<file path="config.mk">
export PLATFORM = sky130hd
export DESIGN_NAME = writeback_unit_flat
export DESIGN_NICKNAME = d
export VERILOG_FILES = /design/src/rtl/writeback_unit_if.sv /design/src/rtl/writeback_unit.sv /design/src/flat_wrapper.sv
export SDC_FILE = /design/constraint.sdc
export NUM_CORES = 1
export LEC_CHECK = 0
export BUFFER_PORTS_ARGS = -buffer_cell sky130_fd_sc_hd__buf_2
export CAP_MARGIN = 20
export CORE_MARGIN = 2
export CORE_UTILIZATION = 57
export DETAILED_ROUTE_END_ITERATION = 8
export PLACE_DENSITY = 0.75
export SLEW_MARGIN = 20
export SYNTH_ARGS = -nofsm -noshare
export SYNTH_HDL_FRONTEND = slang
export SYNTH_SLANG_ARGS = --single-unit
</file>
<file path="constraint.sdc">
create_clock -name clk -period 3.49 [get_ports clk]
set_clock_uncertainty 0.05 [all_clocks]
set_input_delay 0.349 -clock clk [delete_from_list [all_inputs] [get_ports clk]]
set_output_delay 0.349 -clock clk [all_outputs]
set_load 0.02 [all_outputs]
</file>
<file path="src/rtl/writeback_unit_if.sv">
// Bundle between issue/execute (master) and the integer register-file write port producer (slave).
// Both handshakes are valid/ready: a transfer happens on a rising edge where the sender's valid and the receiver's ready are both high.
interface writeback_unit_if #(
    parameter int XLEN = 32
);
    logic            rsv_valid;
    logic [4:0]      rsv_rd;
    logic            rsv_ready;
    logic [4:0]      q_rs0;
    logic [4:0]      q_rs1;
    logic            q_busy0;
    logic            q_busy1;
    logic            alu_valid;
    logic [4:0]      alu_rd;
    logic [XLEN-1:0] alu_data;
    logic            alu_stall;
    logic            lsu_valid;
    logic            lsu_ready;
    logic [4:0]      lsu_rd;
    logic [XLEN-1:0] lsu_data;
    logic [4:0]      wr;
    logic [XLEN-1:0] wr_data;

    modport master (
        output rsv_valid, rsv_rd, q_rs0, q_rs1, alu_valid, alu_rd, alu_data,
               lsu_valid, lsu_rd, lsu_data,
        input  rsv_ready, q_busy0, q_busy1, alu_stall, lsu_ready, wr, wr_data
    );

    modport slave (
        input  rsv_valid, rsv_rd, q_rs0, q_rs1, alu_valid, alu_rd, alu_data,
               lsu_valid, lsu_rd, lsu_data,
        output rsv_ready, q_busy0, q_busy1, alu_stall, lsu_ready, wr, wr_data
    );
endinterface

</file>
<file path="src/rtl/writeback_unit.sv">
// Merges ALU and queued long-latency results into one registered register-file write per cycle,
// and tracks outstanding long-latency destinations in a pending-write scoreboard.
module writeback_unit #(
    parameter int QUEUE_DEPTH = 4,
    parameter int XLEN        = 32
) (
    input logic             clk,
    input logic             rst_n,
    writeback_unit_if.slave bus
);
    localparam int           AW    = $clog2(QUEUE_DEPTH);
    localparam logic [AW:0]  DEPTH = (AW + 1)'(QUEUE_DEPTH);

    logic [4:0]      q_rd   [QUEUE_DEPTH];
    logic [XLEN-1:0] q_data [QUEUE_DEPTH];
    logic [AW-1:0]   head;
    logic [AW-1:0]   tail;
    logic [AW:0]     count;
    logic [31:1]     busy_q;
    logic [31:0]     busy;
    logic [31:1]     set_mask;
    logic [31:1]     clr_mask;
    logic [4:0]      head_rd;
    logic [4:0]      wr_q;
    logic [XLEN-1:0] wr_data_q;
    logic            full;
    logic            empty;
    logic            rsv_ok;
    logic            rsv_take;
    logic            alu_take;
    logic            pop;
    logic            push;

    assign busy    = {busy_q, 1'b0};
    assign full    = (count == DEPTH);
    assign empty   = (count == '0);
    assign head_rd = q_rd[head];

    assign rsv_ok   = (bus.rsv_rd == 5'd0) || !busy[bus.rsv_rd];
    assign rsv_take = bus.rsv_valid && rsv_ok && (bus.rsv_rd != 5'd0);
    // A full queue blocks both inputs so the head is guaranteed to drain next edge.
    assign alu_take = !full && bus.alu_valid && (bus.alu_rd != 5'd0);
    assign pop      = !alu_take && !empty;
    assign push     = bus.lsu_valid && !full && (bus.lsu_rd != 5'd0);

    assign bus.rsv_ready = rsv_ok;
    assign bus.q_busy0   = busy[bus.q_rs0];
    assign bus.q_busy1   = busy[bus.q_rs1];
    assign bus.alu_stall = full;
    assign bus.lsu_ready = !full;
    assign bus.wr        = wr_q;
    assign bus.wr_data   = wr_data_q;

    always_comb begin
        set_mask = '0;
        clr_mask = '0;
        for (int i = 1; i < 32; i++) begin
            set_mask[i] = rsv_take && (bus.rsv_rd == 5'(i));
            clr_mask[i] = pop && (head_rd == 5'(i));
        end
    end

    always_ff @(posedge clk) begin
        if (push) begin
            q_rd[tail]   <= bus.lsu_rd;
            q_data[tail] <= bus.lsu_data;
        end
    end

    always_ff @(posedge clk or negedge rst_n) begin
        if (!rst_n) begin
            head      <= '0;
            tail      <= '0;
            count     <= '0;
            busy_q    <= '0;
            wr_q      <= '0;
            wr_data_q <= '0;
        end else begin
            if (push) tail <= tail + AW'(1);
            if (pop)  head <= head + AW'(1);
            case ({push, pop})
                2'b10:   count <= count + (AW + 1)'(1);
                2'b01:   count <= count - (AW + 1)'(1);
                default: count <= count;
            endcase
            // Set and clear never target the same bit: a busy rd refuses reservation.
            busy_q <= (busy_q & ~clr_mask) | set_mask;
            if (alu_take) begin
                wr_q      <= bus.alu_rd;
                wr_data_q <= bus.alu_data;
            end else if (pop) begin
                wr_q      <= head_rd;
                wr_data_q <= q_data[head];
            end else begin
                wr_q      <= 5'd0;
            end
        end
    end

    a_alu_not_stalled: assert property (@(posedge clk) disable iff (!rst_n)
        bus.alu_valid |-> !full);
    a_alu_rd_not_busy: assert property (@(posedge clk) disable iff (!rst_n)
        bus.alu_valid |-> !busy[bus.alu_rd]);
    a_lsu_rd_reserved: assert property (@(posedge clk) disable iff (!rst_n)
        (bus.lsu_valid && bus.lsu_rd != 5'd0) |-> busy[bus.lsu_rd]);
endmodule
</file>
<file path="src/flat_wrapper.sv">
// flat-port wrapper written by rule: the top's interface ports become plain ports
module writeback_unit_flat 
#(
    parameter int QUEUE_DEPTH = 4,
    parameter int XLEN        = 32
)
  (clk, rst_n, bus_rsv_valid, bus_rsv_rd, bus_q_rs0, bus_q_rs1, bus_alu_valid, bus_alu_rd, bus_alu_data, bus_lsu_valid, bus_lsu_rd, bus_lsu_data, bus_rsv_ready, bus_q_busy0, bus_q_busy1, bus_alu_stall, bus_lsu_ready, bus_wr, bus_wr_data);
  writeback_unit_if #(.XLEN(XLEN)) bus_i ();
  input logic clk;
  input logic rst_n;
  input wire logic [$bits(bus_i.rsv_valid)-1:0] bus_rsv_valid;
  input wire logic [$bits(bus_i.rsv_rd)-1:0] bus_rsv_rd;
  input wire logic [$bits(bus_i.q_rs0)-1:0] bus_q_rs0;
  input wire logic [$bits(bus_i.q_rs1)-1:0] bus_q_rs1;
  input wire logic [$bits(bus_i.alu_valid)-1:0] bus_alu_valid;
  input wire logic [$bits(bus_i.alu_rd)-1:0] bus_alu_rd;
  input wire logic [$bits(bus_i.alu_data)-1:0] bus_alu_data;
  input wire logic [$bits(bus_i.lsu_valid)-1:0] bus_lsu_valid;
  input wire logic [$bits(bus_i.lsu_rd)-1:0] bus_lsu_rd;
  input wire logic [$bits(bus_i.lsu_data)-1:0] bus_lsu_data;
  output wire logic [$bits(bus_i.rsv_ready)-1:0] bus_rsv_ready;
  output wire logic [$bits(bus_i.q_busy0)-1:0] bus_q_busy0;
  output wire logic [$bits(bus_i.q_busy1)-1:0] bus_q_busy1;
  output wire logic [$bits(bus_i.alu_stall)-1:0] bus_alu_stall;
  output wire logic [$bits(bus_i.lsu_ready)-1:0] bus_lsu_ready;
  output wire logic [$bits(bus_i.wr)-1:0] bus_wr;
  output wire logic [$bits(bus_i.wr_data)-1:0] bus_wr_data;
  assign bus_i.rsv_valid = bus_rsv_valid;
  assign bus_i.rsv_rd = bus_rsv_rd;
  assign bus_i.q_rs0 = bus_q_rs0;
  assign bus_i.q_rs1 = bus_q_rs1;
  assign bus_i.alu_valid = bus_alu_valid;
  assign bus_i.alu_rd = bus_alu_rd;
  assign bus_i.alu_data = bus_alu_data;
  assign bus_i.lsu_valid = bus_lsu_valid;
  assign bus_i.lsu_rd = bus_lsu_rd;
  assign bus_i.lsu_data = bus_lsu_data;
  assign bus_rsv_ready = bus_i.rsv_ready;
  assign bus_q_busy0 = bus_i.q_busy0;
  assign bus_q_busy1 = bus_i.q_busy1;
  assign bus_alu_stall = bus_i.alu_stall;
  assign bus_lsu_ready = bus_i.lsu_ready;
  assign bus_wr = bus_i.wr;
  assign bus_wr_data = bus_i.wr_data;
  writeback_unit #(.QUEUE_DEPTH(QUEUE_DEPTH), .XLEN(XLEN)) u_core (.clk(clk), .rst_n(rst_n), .bus(bus_i));
endmodule
</file>
Word-level counts from Yosys, hierarchy flattened

Memories as Yosys holds them, arrays and structs flattened.
Cells that the tools add are included.

Order comparisons: 3
Muxes and demuxes: 13
$add $sub $neg: 4
Reduce and logical (&&, ||, !) cells: 81
Bitwise gates (word level): 3
Eq/ne operators: 65

Operators with widths:

| operator            | count |
|---|---|
| $eq 5x5->1 const B  | 32 |
| $eq 5x4->1 const B  | 16 |
| $logic_and 1x1->1   | 69 |
| $mux 32             | 2 |
| $eq 5x3->1 const B  | 8 |
| $and 31x31->31      | 1 |
| $not 31->31         | 1 |
| $or 31x31->31       | 1 |
| $eq 5x2->1 const B  | 4 |
| $lt 5x6->1 const B  | 3 |
| $bmux 1 s5          | 3 |
| $reduce_bool 5->1   | 3 |
| $eq 5x1->1 const B  | 2 |
| $mux 5              | 2 |
| $pmux 3 s2          | 1 |
| $logic_not 5->1     | 1 |
| $mux 1              | 5 |
| $add 2x1->2 const B | 2 |
| $logic_not 1->1     | 4 |
| $reduce_bool 2->1   | 2 |
| $add 3x1->3 const B | 1 |
| $eq 3x3->1 const B  | 1 |
| $logic_not 3->1     | 1 |
| $sub 3x1->3 const B | 1 |
| other kinds (3)     | 3 |

Register bits: 75
Memory bits (writable): 148
Memories: 2
Input port bits: 94

Memories:

| memory        | depth | width | read ports | clocked after Yosys merged registers in | wr ports | RTL line             | text |
|---|---|---|---|---|---|---|---|
| u_core.q_data | 4     | 32    | 1          | 0                                       | 1        | writeback_unit.sv:15 | `logic [XLEN-1:0] q_data [QUEUE_DEPTH];` |
| u_core.q_rd   | 4     | 5     | 1          | 0                                       | 1        | writeback_unit.sv:14 | `logic [4:0] q_rd [QUEUE_DEPTH];` |

Logic depth before layout (Yosys ltp)

Gate-level depths: netlist of run 1.

Depth in word-level cells: 10
Depth in mapped cells: 10
Gate-level depth less buffers: 9

Worst setup path before layout of run 1

Ideal clock, no wire load.

Path kind: reg-to-reg
Start point: register u_core.count[0]
End point: register u_core.count[2]
Data required time: 3361 ps
Arrival time: 2500 ps
Slack: 861 ps
Cell stages (with the launch flop): 11
Buffers on the path: 1
Cell sequence: dfrtp_1 -> or3b_1 -> clkbuf_1 -> o211a_2 -> nor2_1 -> ha_1 -> inv_1 -> fa_1 -> xor2_1 -> nor2_1 -> xor2_1

Word-level cells in the longest chain between the ends: 8
Elaborated cells between the ends (all ways): 16
Classes of those cells: add/sub: 2; eq/ne: 3; mux: 1; reduce/logical: 10

Ends and longest elaborated chain:

| what                                                   | RTL line             | text |
|---|---|---|
| from (decl)                                            | writeback_unit.sv:18 | `logic [AW:0] count;` |
| from (signal assigned)                                 | writeback_unit.sv:82 | `2'b10: count <= count + (AW + 1)'(1);` |
| from (signal assigned)                                 | writeback_unit.sv:83 | `2'b01: count <= count - (AW + 1)'(1);` |
| from (signal assigned)                                 | writeback_unit.sv:84 | `default: count <= count;` |
| $eq 3x3->1 *                                           | writeback_unit.sv:35 | `assign full = (count == DEPTH);` |
| $logic_not 1->1 *                                      | -                    |  |
| via bus_lsu_ready                                      | flat_wrapper.sv:25   | `output wire logic [$bits(bus_i.lsu_ready)-1:0] bus_lsu_ready;` |
| $logic_and 1x1->1 * (2 in a row)                       | writeback_unit.sv:42 | `assign alu_take = !full && bus.alu_valid && (bus.alu_rd != 5'd0);` |
| $logic_not 1->1 *                                      | writeback_unit.sv:43 | `assign pop = !alu_take && !empty;` |
| $logic_and 1x1->1 *                                    | writeback_unit.sv:43 |  |
| via u_core.pop                                         | writeback_unit.sv:31 | `logic pop;` |
| $eq 2x1->1 / $eq 2x2->1 (equally long branches)        | writeback_unit.sv:81 | `case ({push, pop})` |
| $pmux 3 s2 / $reduce_bool 2->1 (equally long branches) | -                    |  |

The timed path passes the listed nets; every way through them passes the cells marked *.
A chain may end at the register's enable or synchronous reset.

Final worst setup path of run 1

Start point: register u_core.busy_q[9] (netlist name)
End point: output bus_rsv_ready

Word-level cells in the longest chain between the ends: 4

Ends and longest elaborated chain:

| what                         | RTL line             | text |
|---|---|---|
| from (decl)                  | writeback_unit.sv:19 | `logic [31:1] busy_q;` |
| from (signal assigned)       | writeback_unit.sv:87 | `busy_q <= (busy_q & ~clr_mask) \| set_mask;` |
| $bmux 1 s5                   | writeback_unit.sv:39 | `assign rsv_ok = (bus.rsv_rd == 5'd0) \|\| !busy[bus.rsv_rd];` |
| $mux 1 (implied by the code) | writeback_unit.sv:39 |  |
| $logic_not 1->1              | writeback_unit.sv:39 |  |
| $logic_or 1x1->1             | writeback_unit.sv:39 |  |
| to (decl)                    | flat_wrapper.sv:21   | `output wire logic [$bits(bus_i.rsv_ready)-1:0] bus_rsv_ready;` |

No other way between the ends. The select of a mux whose other input is x is not followed.

==> results of run 1 <==
[path summary, 6_finish.rpt]
check / from / endpoint / slack [ps] / cells after the start
worst max-delay path: u_core.busy_q[9] / bus_rsv_ready / 220 / 6
worst min-delay path: bus_lsu_data[24] / u_core.q_data[1][24] / 10 / 1
worst max register to register: u_core.count[0] / u_core.count[2] / 580 / 9
worst min register to register: u_core.bus.wr_data[28] / u_core.bus.wr_data[28] / 480 / 2
max in group asynchronous: rst_n / u_core.busy_q[10] / 2480 / 3
min in group asynchronous: rst_n / u_core.busy_q[16] / 320 / 2
[what timing repair did]
item	in CTS	in global routing
setup buffers	0	0
endpoints found under the hold margin	136	0
setup endpoints to repair	0	0
hold buffers	31	0
[registers in the layout, summed over array words and instances (netlist names)]
register            cells
u_core.q_data         128
u_core.bus.wr_data     32
u_core.busy_q          31
u_core.q_rd            20
u_core.bus.wr           5
u_core.count            3
u_core.head             2
u_core.tail             2
[critical path: cells and delay by family (launching register included)]
family | cells | cell delay (ps)
muxes | 1 | 260
DFF | 1 | 430
buffers and inverters | 2 | 660
AOI/OAI and AO/OA | 2 | 970
and+or+nand+nor | 1 | 40
[metal layers]
layer | part of all wire | vias to the layer above | GRT usage
met5 | 0.0012 | - | 0
met4 | 0.020 | 4 | 0.0649
met3 | 0.076 | 38 | 0.0480
met2 | 0.49 | 286 | 0.406
met1 | 0.41 | 3208 | 0.345
li1 | - | 2787 | -
[cell type report]
cell class | count | area, um^2
clock inverter | 10 | 90.1
multi-input combinational | 360 | 3120
tap | 220 | 275
clock buffer | 31 | 656
timing repair buffer | 179 | 1150
inverter | 8 | 31.3
fill | 1114 | 4940
sequential | 223 | 6320
[kinds of logic after synthesis]
family,count (synthesis),share of synthesized area
AOI/OAI and AO/OA,94,0.0704
adders and majority gates,6,0.00857
muxes,69,0.151
DFF,223,0.656
xor gates and xnor gates,6,0.00545
and+or+nand+nor,185,0.0872
buffers and inverters,45,0.0221
[layout by cell type (no fill, tap or decap), drive strengths merged, types with 2 or more instances in the layout]
cell type / n
xor2: 3
clkbuf: 31
o31ai: 12
dfrtp: 75
xnor2: 3
and3b: 2
o41ai: 4
nor3: 2
nand3: 5
ha: 5
mux2: 8
edfxtp: 148
mux4: 60
nor2b: 10
dlygate4sd3: 31
nor4b: 3
clkinv: 9
nor4: 2
nand4: 4
and2: 7
a221oi: 2
o21ai: 20
o311ai: 2
a31oi: 32
inv: 8
nand2: 97
nor2: 39
or3: 2
nand2b: 6
a32o: 17
buf: 148
[report_power, final]
part / total (mW) / leakage (nW) / internal, mW / switching (mW)
combinational: 3.40 / 1.79 / 1.48 / 1.92
clock: 2.39 / 0.371 / 1.40 / 0.989
sequential: 4.14 / 2.26 / 3.63 / 0.511
[synthesized netlist by cell type (all sizes together), types with 8 or more instances]
cell type,count,area (um^2)
edfxtp,148,4440
o31ai,12,90.1
nor2,39,146
buf,15,98.8
clkbuf,22,82.6
o21ai,20,100
mux2,8,90.1
a32o,17,170
mux4,60,1350
dfrtp,75,1880
nand2,97,364
nor2b,10,62.6
a31oi,32,200
[stage by stage]
step                      power, mW  instance area, um^2   util
after floorplan                6.42                 9640      -
after global placement         7.39                10600  0.637
after detailed placement       7.53                10600  0.637
after CTS                      9.94                11600  0.701
after global routing           10.5                11600  0.702
final                          9.93                11600  0.702
==> impl_metrics.py, run 1 <==
metrics = {
    "global_routing": {
        "antenna_found_initial": 2,
        "grt_pass1_vias": 6442,
        "grt_pass1_wl_um": 34400,
        "grtUsageTotal": 0.246,
        "overflow": 0,
        "grt_start_max_net_pins": 76,
    },
    "route": {
        "drcViolationCount": 0,
        "routed-via-count": 6323,
        "drtIter0Drc": 607,
        "vias_per_cell": 6.13,
        "finalWirelength_um": 21700,
        "routedWlPerCell_um": 21.0,
        "postRouteAntennaNets": 0,
        "dr.pass1.iters": 5,
    },
    "worst_setup_path": {
        "crit_chain": "mux4_2, nor2b_1, o311ai_1, o41a_1, clkinv_2, buf_2",
        "cpPeakStageDelay_ps": 660,
        "startpoint_type": "flip-flop",
        "cp-end-kind": "primary output",
        "worstPathArrival_ps": 2870,
        "critPathRequiredTime_ps": 3090,
        "worst-setup-path-type": "flip-flop to primary output",
        "cp_max_fo": 17,
        "crit_slowest_cell": "o41a_1",
    },
    "synth": {
        "syn_area_um2": 9640,
        "synth_ff_type": "edfxtp_1",
        "synth_async_sr_flop_share": 0.336,
        "ys_seq_area_frac": 0.656,
        "ys_ff_latch": 223,
        "syn_inst": 628,
        "synth_cell_types": 49,
        "syn_area_per_cell_um2": 15.3,
        "yosys_warnings": 0,
        "synth_nets": 728,
        "synth_edf_count": 148,
    },
    "placement": {
        "gp_congestion": 0.788,
        "dpl.cell_count": 958,
        "dp_hpwl_um": 14100,
        "place_ws_ps": 456,
        "numPortBuffers": 135,
    },
    "job": {
        "drv_cap": 0,
    },
    "die": {
        "floorplan.core_area_um2": 16600,
        "initial_core_util": 0.581,
        "die_h_um": 134,
        "pin_count": 136,
        "fp.dieW_um": 134,
        "design.die.area_um2": 18000,
        "fp-row-count": 47,
    },
    "sta": {
        "max-slew-margin-rel": 0.266,
        "setup_ws_ps": 218,
        "setup_viol": 0,
        "hold_viol": 0,
        "clock.fmax_mhz": 306,
        "final.min_clock_period_ps": 3270,
        "rsz0062_at_grt": "false",
        "fin_crit_sh": 0.937,
        "maxSlewViolCount": 0,
        "finalSetupTns_ps": 0,
        "tightest_slew_ps": 1100,
        "hold_ws_ps": 10.5,
    },
    "cts": {
        "cts.sinks": 223,
        "root_buffer": "clkbuf_16",
        "cts_tree": "yes",
        "clock_latency_ps": 520,
        "htreeDepth": 1,
        "clk_pin_slew_ps": 60,
        "cts_buffer_depth": 3,
        "numCtsBuffers": 23,
        "cts_resized": 0,
    },
    "min_path": {
        "min_path_type": "input port to flip-flop",
    },
    "status": {
        "status": "finished, final reports clean",
    },
    "pwr": {
        "vdd_drop_max_mv": 0.619,
        "power.density_nw_per_um2": 853,
        "p_leak_nw": 4.41,
    },
    "cells_and_area": {
        "final_cells": 1031,
        "n_antenna_cell": 0,
        "nets": 895,
        "syn_to_final_growth_pct": 20.8,
        "drive_above_1_share": 0.317,
    },
}
No activity file was read; power rests on OpenSTA's default activity.
==> run 2: changes to the inputs <==
- ABC_AREA: unset -> 1
- CORE_UTILIZATION: 57 -> 58
- PLACE_DENSITY: 0.75 -> 0.76
==> impl_metrics.py, run 2 <==
metrics = {
    "cells_and_area": {
        "nets": 1337,
        "largest_reg_flops": 128,
        "drive_above_1_share": 0.162,
        "final_util": 0.717,
        "final_common_cell": "nand2_1",
        "final_cells": 1480,
        "final_cell_mix": "nand2_1, edfxtp_1, buf_2",
        "syn_to_final_growth_pct": 21.6,
        "finalInstanceArea_um2": 12300,
        "regMostFlops": "u_core.q_data",
    },
    "worst_setup_path": {
        "cpPeakStageDelay_ps": 430,
        "path_buf_inv": 2,
        "worstRegToRegCells": 11,
        "cp_max_fo": 14,
        "worstPathArrival_ps": 3070,
        "crit_chain": "nor3_2, nor2_2, nand2_2, nand2_2, inv_2, ha_1, inv_1, fa_1, a21oi_1, o21ai_0, xor2_1",
        "cp-end-kind": "flip-flop",
        "worst-setup-path-type": "flip-flop to flip-flop",
        "path_delay_family": "simple AND/OR/NAND/NOR gates",
        "startpoint_type": "flip-flop",
        "path_depth": 11,
        "crit_slowest_cell": "dfrtp_1",
        "critPathRequiredTime_ps": 3820,
        "crit_top_cell": "nand2_2",
    },
    "synth": {
        "synth_ff_type": "edfxtp_1",
        "synth_async_sr_flop_share": 0.336,
        "yosys_warnings": 0,
        "synthSimpleGateAreaFrac": 0.225,
        "yosysMostFrequentCell": "nand2_1",
        "synth_fa_ha_area_frac": 0.00819,
        "synth_common_cells": "nand2_1, edfxtp_1, nor2_1",
        "synthTopCellsByArea": "edfxtp_1, dfrtp_1, nand2_1",
        "synthXorXnorAreaFrac": 0.00347,
        "synth_cell_types": 29,
        "synth_compound_area_frac": 0.0931,
        "synth_top_family_by_area": "simple AND/OR/NAND/NOR gates",
        "synth_edf_count": 148,
        "synth_nets": 1168,
        "synth_top_area_frac": 0.441,
        "ys_seq_area_frac": 0.627,
        "syn_area_per_cell_um2": 9.44,
        "syn_area_um2": 10100,
        "syn_inst": 1068,
        "ys_ff_latch": 223,
        "yosys.area.top_type": "edfxtp_1",
        "muxShareOfSynthArea": 0,
    },
    "die": {
        "pin_count": 136,
        "initial_core_util": 0.589,
        "design.die.area_um2": 18500,
        "fp-row-count": 48,
        "die_h_um": 136,
        "floorplan.core_area_um2": 17100,
        "fp.dieW_um": 136,
    },
    "cts": {
        "clock_latency_ps": 530,
        "clk_pin_slew_ps": 60,
        "htreeDepth": 1,
        "cts_resized": 0,
        "root_buffer": "clkbuf_16",
        "cts_tree": "yes",
        "numCtsBuffers": 23,
        "cts.sinks": 223,
        "cts_setup_buffers": 0,
        "cts_buffer_depth": 3,
    },
    "global_routing": {
        "grt_most_used_layer": "met2",
        "met3_usage": 0.0455,
        "grt_start_max_net_pins": 76,
        "gr-usage-met2": 0.474,
        "grt_pass1_vias": 7864,
        "grtUsageTotal": 0.278,
        "overflow": 0,
        "met1_usage": 0.369,
        "antenna_found_initial": 1,
        "grt_pass1_wl_um": 39800,
    },
    "route": {
        "drtIter0Drc": 782,
        "vias_per_cell": 5.66,
        "routed-via-count": 8371,
        "postRouteAntennaNets": 0,
        "dr.pass1.iters": 5,
        "finalWirelength_um": 25600,
        "drcViolationCount": 0,
        "routedWlPerCell_um": 17.3,
    },
    "sta": {
        "clock.fmax_mhz": 365,
        "fin_crit_sh": 0.785,
        "rsz0062_at_grt": "false",
        "maxSlewViolCount": 0,
        "setup_viol": 0,
        "tightest_slew_ps": 980,
        "finalSetupTns_ps": 0,
        "setup_ws_ps": 749,
        "max-slew-margin-rel": 0.346,
        "final.min_clock_period_ps": 2740,
        "hold_ws_ps": 9.75,
        "hold_viol": 0,
    },
    "min_path": {
        "min_path_type": "input port to flip-flop",
        "whs_path_depth": 3,
    },
    "job": {
        "drv_cap": 0,
    },
    "pwr": {
        "vdd_drop_max_mv": 0.568,
        "p_leak_nw": 5.15,
        "power.density_nw_per_um2": 845,
        "finalPower_mw": 10.4,
    },
    "placement": {
        "dpl.cell_count": 1390,
        "gp_congestion": 0.904,
        "dp_hpwl_um": 15700,
        "place_ws_ps": 827,
        "place_area_um2": 11000,
        "numPortBuffers": 135,
    },
    "status": {
        "status": "finished, final reports clean",
    },
}
run 2: cell count changes in the layout (fill, tap and decap cells not counted), sizes merged, moves of 11 or more:
cell	change
nor3	+14
a31oi	-32
o21ai	+66
a21oi	+21
nor2	+90
dlygate4sd3	+16
nand2	+245
mux4	-60
o22ai	+28
a32o	-11
o31ai	-12
inv	+40
nand3	+73
o211ai	+17
run 2: area by class of cell:
class	instances	area, um^2
Inverter	51	191
Tap cell	225	282
Clock inverter	10	191
Timing Repair Buffer	198	1280
Multi-Input combinational cell	740	3360
Clock buffer	32	629
Sequential cell	223	6320
Fill cell	1238	4850
Antenna cell	1	2.50
run 2: logic make-up after synthesis:
| logic type | count (synthesis) |
|---|---|
| simple gates | 567 |
| flops | 223 |
| compound gates | 163 |
| buf+inv | 105 |
| fa+ha+maj | 6 |
| xor+xnor | 4 |
run 2: worst paths after layout:
path | startpoint | to | slack [ps]
min reg2reg | u_core.busy_q[8] | u_core.busy_q[8] | 430
min in group asynchronous | rst_n | u_core.busy_q[29] | 390
max reg2reg | u_core.count[0] | u_core.count[2] | 750
min | bus_alu_rd[0] | u_core.bus.wr[0] | 10
max in group asynchronous | rst_n | u_core.head[0] | 2460
max | u_core.count[0] | u_core.count[2] | 750
run 2: what timing repair did:
action | 4_1_cts | 5_1_grt
endpoints found under the hold margin | 125 | 0
setup endpoints to repair | 0 | 0
hold buffers | 47 | 0
run 2: worst min-delay path: cells and delay by family:
family | cells | cell delay, ps
buf+inv | 1 | 90
simple gates | 1 | 40
compound gates | 1 | 60
run 2: power breakdown:
group | total, mW | internal, mW | switching [mW]
sequential | 4.13 | 3.63 | 0.498
clock | 2.64 | 1.64 | 1.00
combinational | 3.60 | 1.13 | 2.46
total | 10.4 | 6.40 | 3.96
run 2: routing by layer:
| layer | vias up | wire, um |
|---|---|---|
| li1 | 3955 | - |
| met1 | 3965 | 10500 |
| met2 | 400 | 12400 |
| met3 | 51 | 2220 |
| met4 | 0 | 501 |
| met5 | - | 0 |
==> run 3: changes to the inputs <==
- clock period: 3.49 -> 2.67 ns (I/O delays scaled with it)
==> impl_metrics.py, run 3 (synthesized netlist as in run 2, its figures left out) <==
metrics = {
    "cells_and_area": {
        "syn_to_final_growth_pct": 24.2,
        "regMostFlops": "u_core.q_data",
        "nets": 1377,
        "final_util": 0.732,
        "final_common_cell": "nand2_1",
        "largest_reg_flops": 128,
        "finalInstanceArea_um2": 12500,
        "drive_above_1_share": 0.164,
        "final_cell_mix": "nand2_1, edfxtp_1, buf_2",
        "final_cells": 1520,
    },
    "sta": {
        "hold_viol": 0,
        "tightest_slew_ps": 981,
        "rsz0062_at_grt": "false",
        "final.min_clock_period_ps": 2360,
        "setup_ws_ps": 313,
        "fin_crit_sh": 0.883,
        "maxSlewViolCount": 0,
        "setup_viol": 0,
        "max-slew-margin-rel": 0.345,
        "clock.fmax_mhz": 424,
    },
    "cts": {
        "cts_setup_buffers": 0,
        "cts_resized": 0,
        "cts.sinks": 223,
        "cts_tree": "yes",
        "cts_buffer_depth": 3,
        "clock_latency_ps": 520,
        "numCtsBuffers": 23,
        "htreeDepth": 1,
        "clk_pin_slew_ps": 60,
        "holdBufCountCts": 75,
        "root_buffer": "clkbuf_16",
    },
    "route": {
        "postRouteAntennaNets": 0,
        "vias_per_cell": 5.70,
        "routedWlPerCell_um": 17.7,
        "drtIter0Drc": 842,
        "dr.pass1.iters": 6,
        "finalWirelength_um": 26900,
        "routed-via-count": 8658,
        "drcViolationCount": 0,
    },
    "worst_setup_path": {
        "crit_slowest_cell": "dfrtp_1",
        "cpPeakStageDelay_ps": 470,
        "worstPathArrival_ps": 2040,
        "worst-setup-path-type": "flip-flop to primary output",
        "startpoint_type": "flip-flop",
        "crit_top_cell": "nand2_1",
        "cp_max_fo": 18,
        "critPathRequiredTime_ps": 2350,
        "worstRegToRegCells": 9,
        "crit_chain": "nand2_1, nand2_1, nand2_1, nand2_1, nand2_1, nand2_1, nor2_1, nand2_1, nand2_2, buf_2",
        "cp-end-kind": "primary output",
    },
    "pwr": {
        "vdd_drop_max_mv": 0.763,
        "p_leak_nw": 5.27,
        "power.density_nw_per_um2": 1060,
    },
    "global_routing": {
        "grtUsageTotal": 0.295,
        "met3_usage": 0.0466,
        "antenna_found_initial": 1,
        "grt_start_max_net_pins": 47,
        "grt_most_used_layer": "met2",
        "met1_usage": 0.386,
        "gr-usage-met2": 0.502,
        "grt_pass1_vias": 8488,
        "grt_pass1_wl_um": 42300,
        "overflow": 0,
    },
    "placement": {
        "place_area_um2": 11100,
        "dpl.cell_count": 1402,
        "numPortBuffers": 135,
        "gp_congestion": 0.934,
        "place_ws_ps": 430,
        "dp_hpwl_um": 16300,
    },
    "die": {
        "design.die.area_um2": 18500,
        "fp-row-count": 48,
        "pin_count": 136,
        "fp.dieW_um": 136,
        "initial_core_util": 0.589,
        "die_h_um": 136,
        "floorplan.core_area_um2": 17100,
    },
    "status": {
        "status": "finished, final reports clean",
    },
    "min_path": {
        "whs_path_depth": 5,
        "min_path_type": "input port to flip-flop",
    },
    "job": {
        "drv_cap": 0,
    },
}
-- run 3: changes by cell type in the layout (fill, tap and decap cells not counted), sizes merged --
cell,change
clkbuf,-5
bufinv,-4
clkinv,+9
dlygate4sd3,+28
buf,+12
-- run 3: final timing paths --
check / endpoint / startpoint / slack (ps)
hold / removal: u_core.bus.wr[1] / bus_alu_valid / 160
hold reg to reg: u_core.bus.wr_data[9] / u_core.bus.wr_data[9] / 430
min in group asynchronous: u_core.busy_q[11] / rst_n / 290
max in group asynchronous: u_core.head[0] / rst_n / 1640
setup / recovery: bus_rsv_ready / u_core.busy_q[20] / 310
setup reg to reg: u_core.count[2] / u_core.count[0] / 460
-- run 3: layout make-up --
class / count / area [um^2]
clock buffer: 27 / 591
multi-input combinational: 740 / 3360
antenna: 1 / 2.50
inverter: 51 / 191
timing repair buffer: 238 / 1660
clock inverter: 15 / 109
fill: 1217 / 4590
tap: 225 / 282
sequential: 223 / 6320
-- run 3: per-layer routing --
metal	vias to the layer above	wire (um)
met4	0	558
met1	4141	10800
met5	-	0
li1	4042	-
met2	430	13400
met3	45	2130
-- run 3: power by group --
group          total (mW)  switching, mW  internal (mW)
Clock                2.99           1.30           1.69
Combinational        4.91           3.33           1.58
Sequential           5.34          0.596           4.74
Total                13.2           5.22           8.01
-- run 3: worst max-delay path, delay by kind of cell, from the launching register on --
family | cells | cell delay (ps)
flops | 1 | 470
simple gates | 9 | 820
buf+inv | 1 | 240
-- run 3: per-stage QoR --
| step | TNS (ps) | power (mW) | hold WS (ps) |
|---|---|---|---|
| after floorplan | -57840 | 8.41 | -78.6 |
| after global placement | 0 | 9.95 | 275 |
| after detailed placement | 0 | 10.1 | 287 |
| after CTS | 0 | 13.2 | 145 |
| after global routing | 0 | 14.0 | 165 |
| final | 0 | 13.2 | 159 |
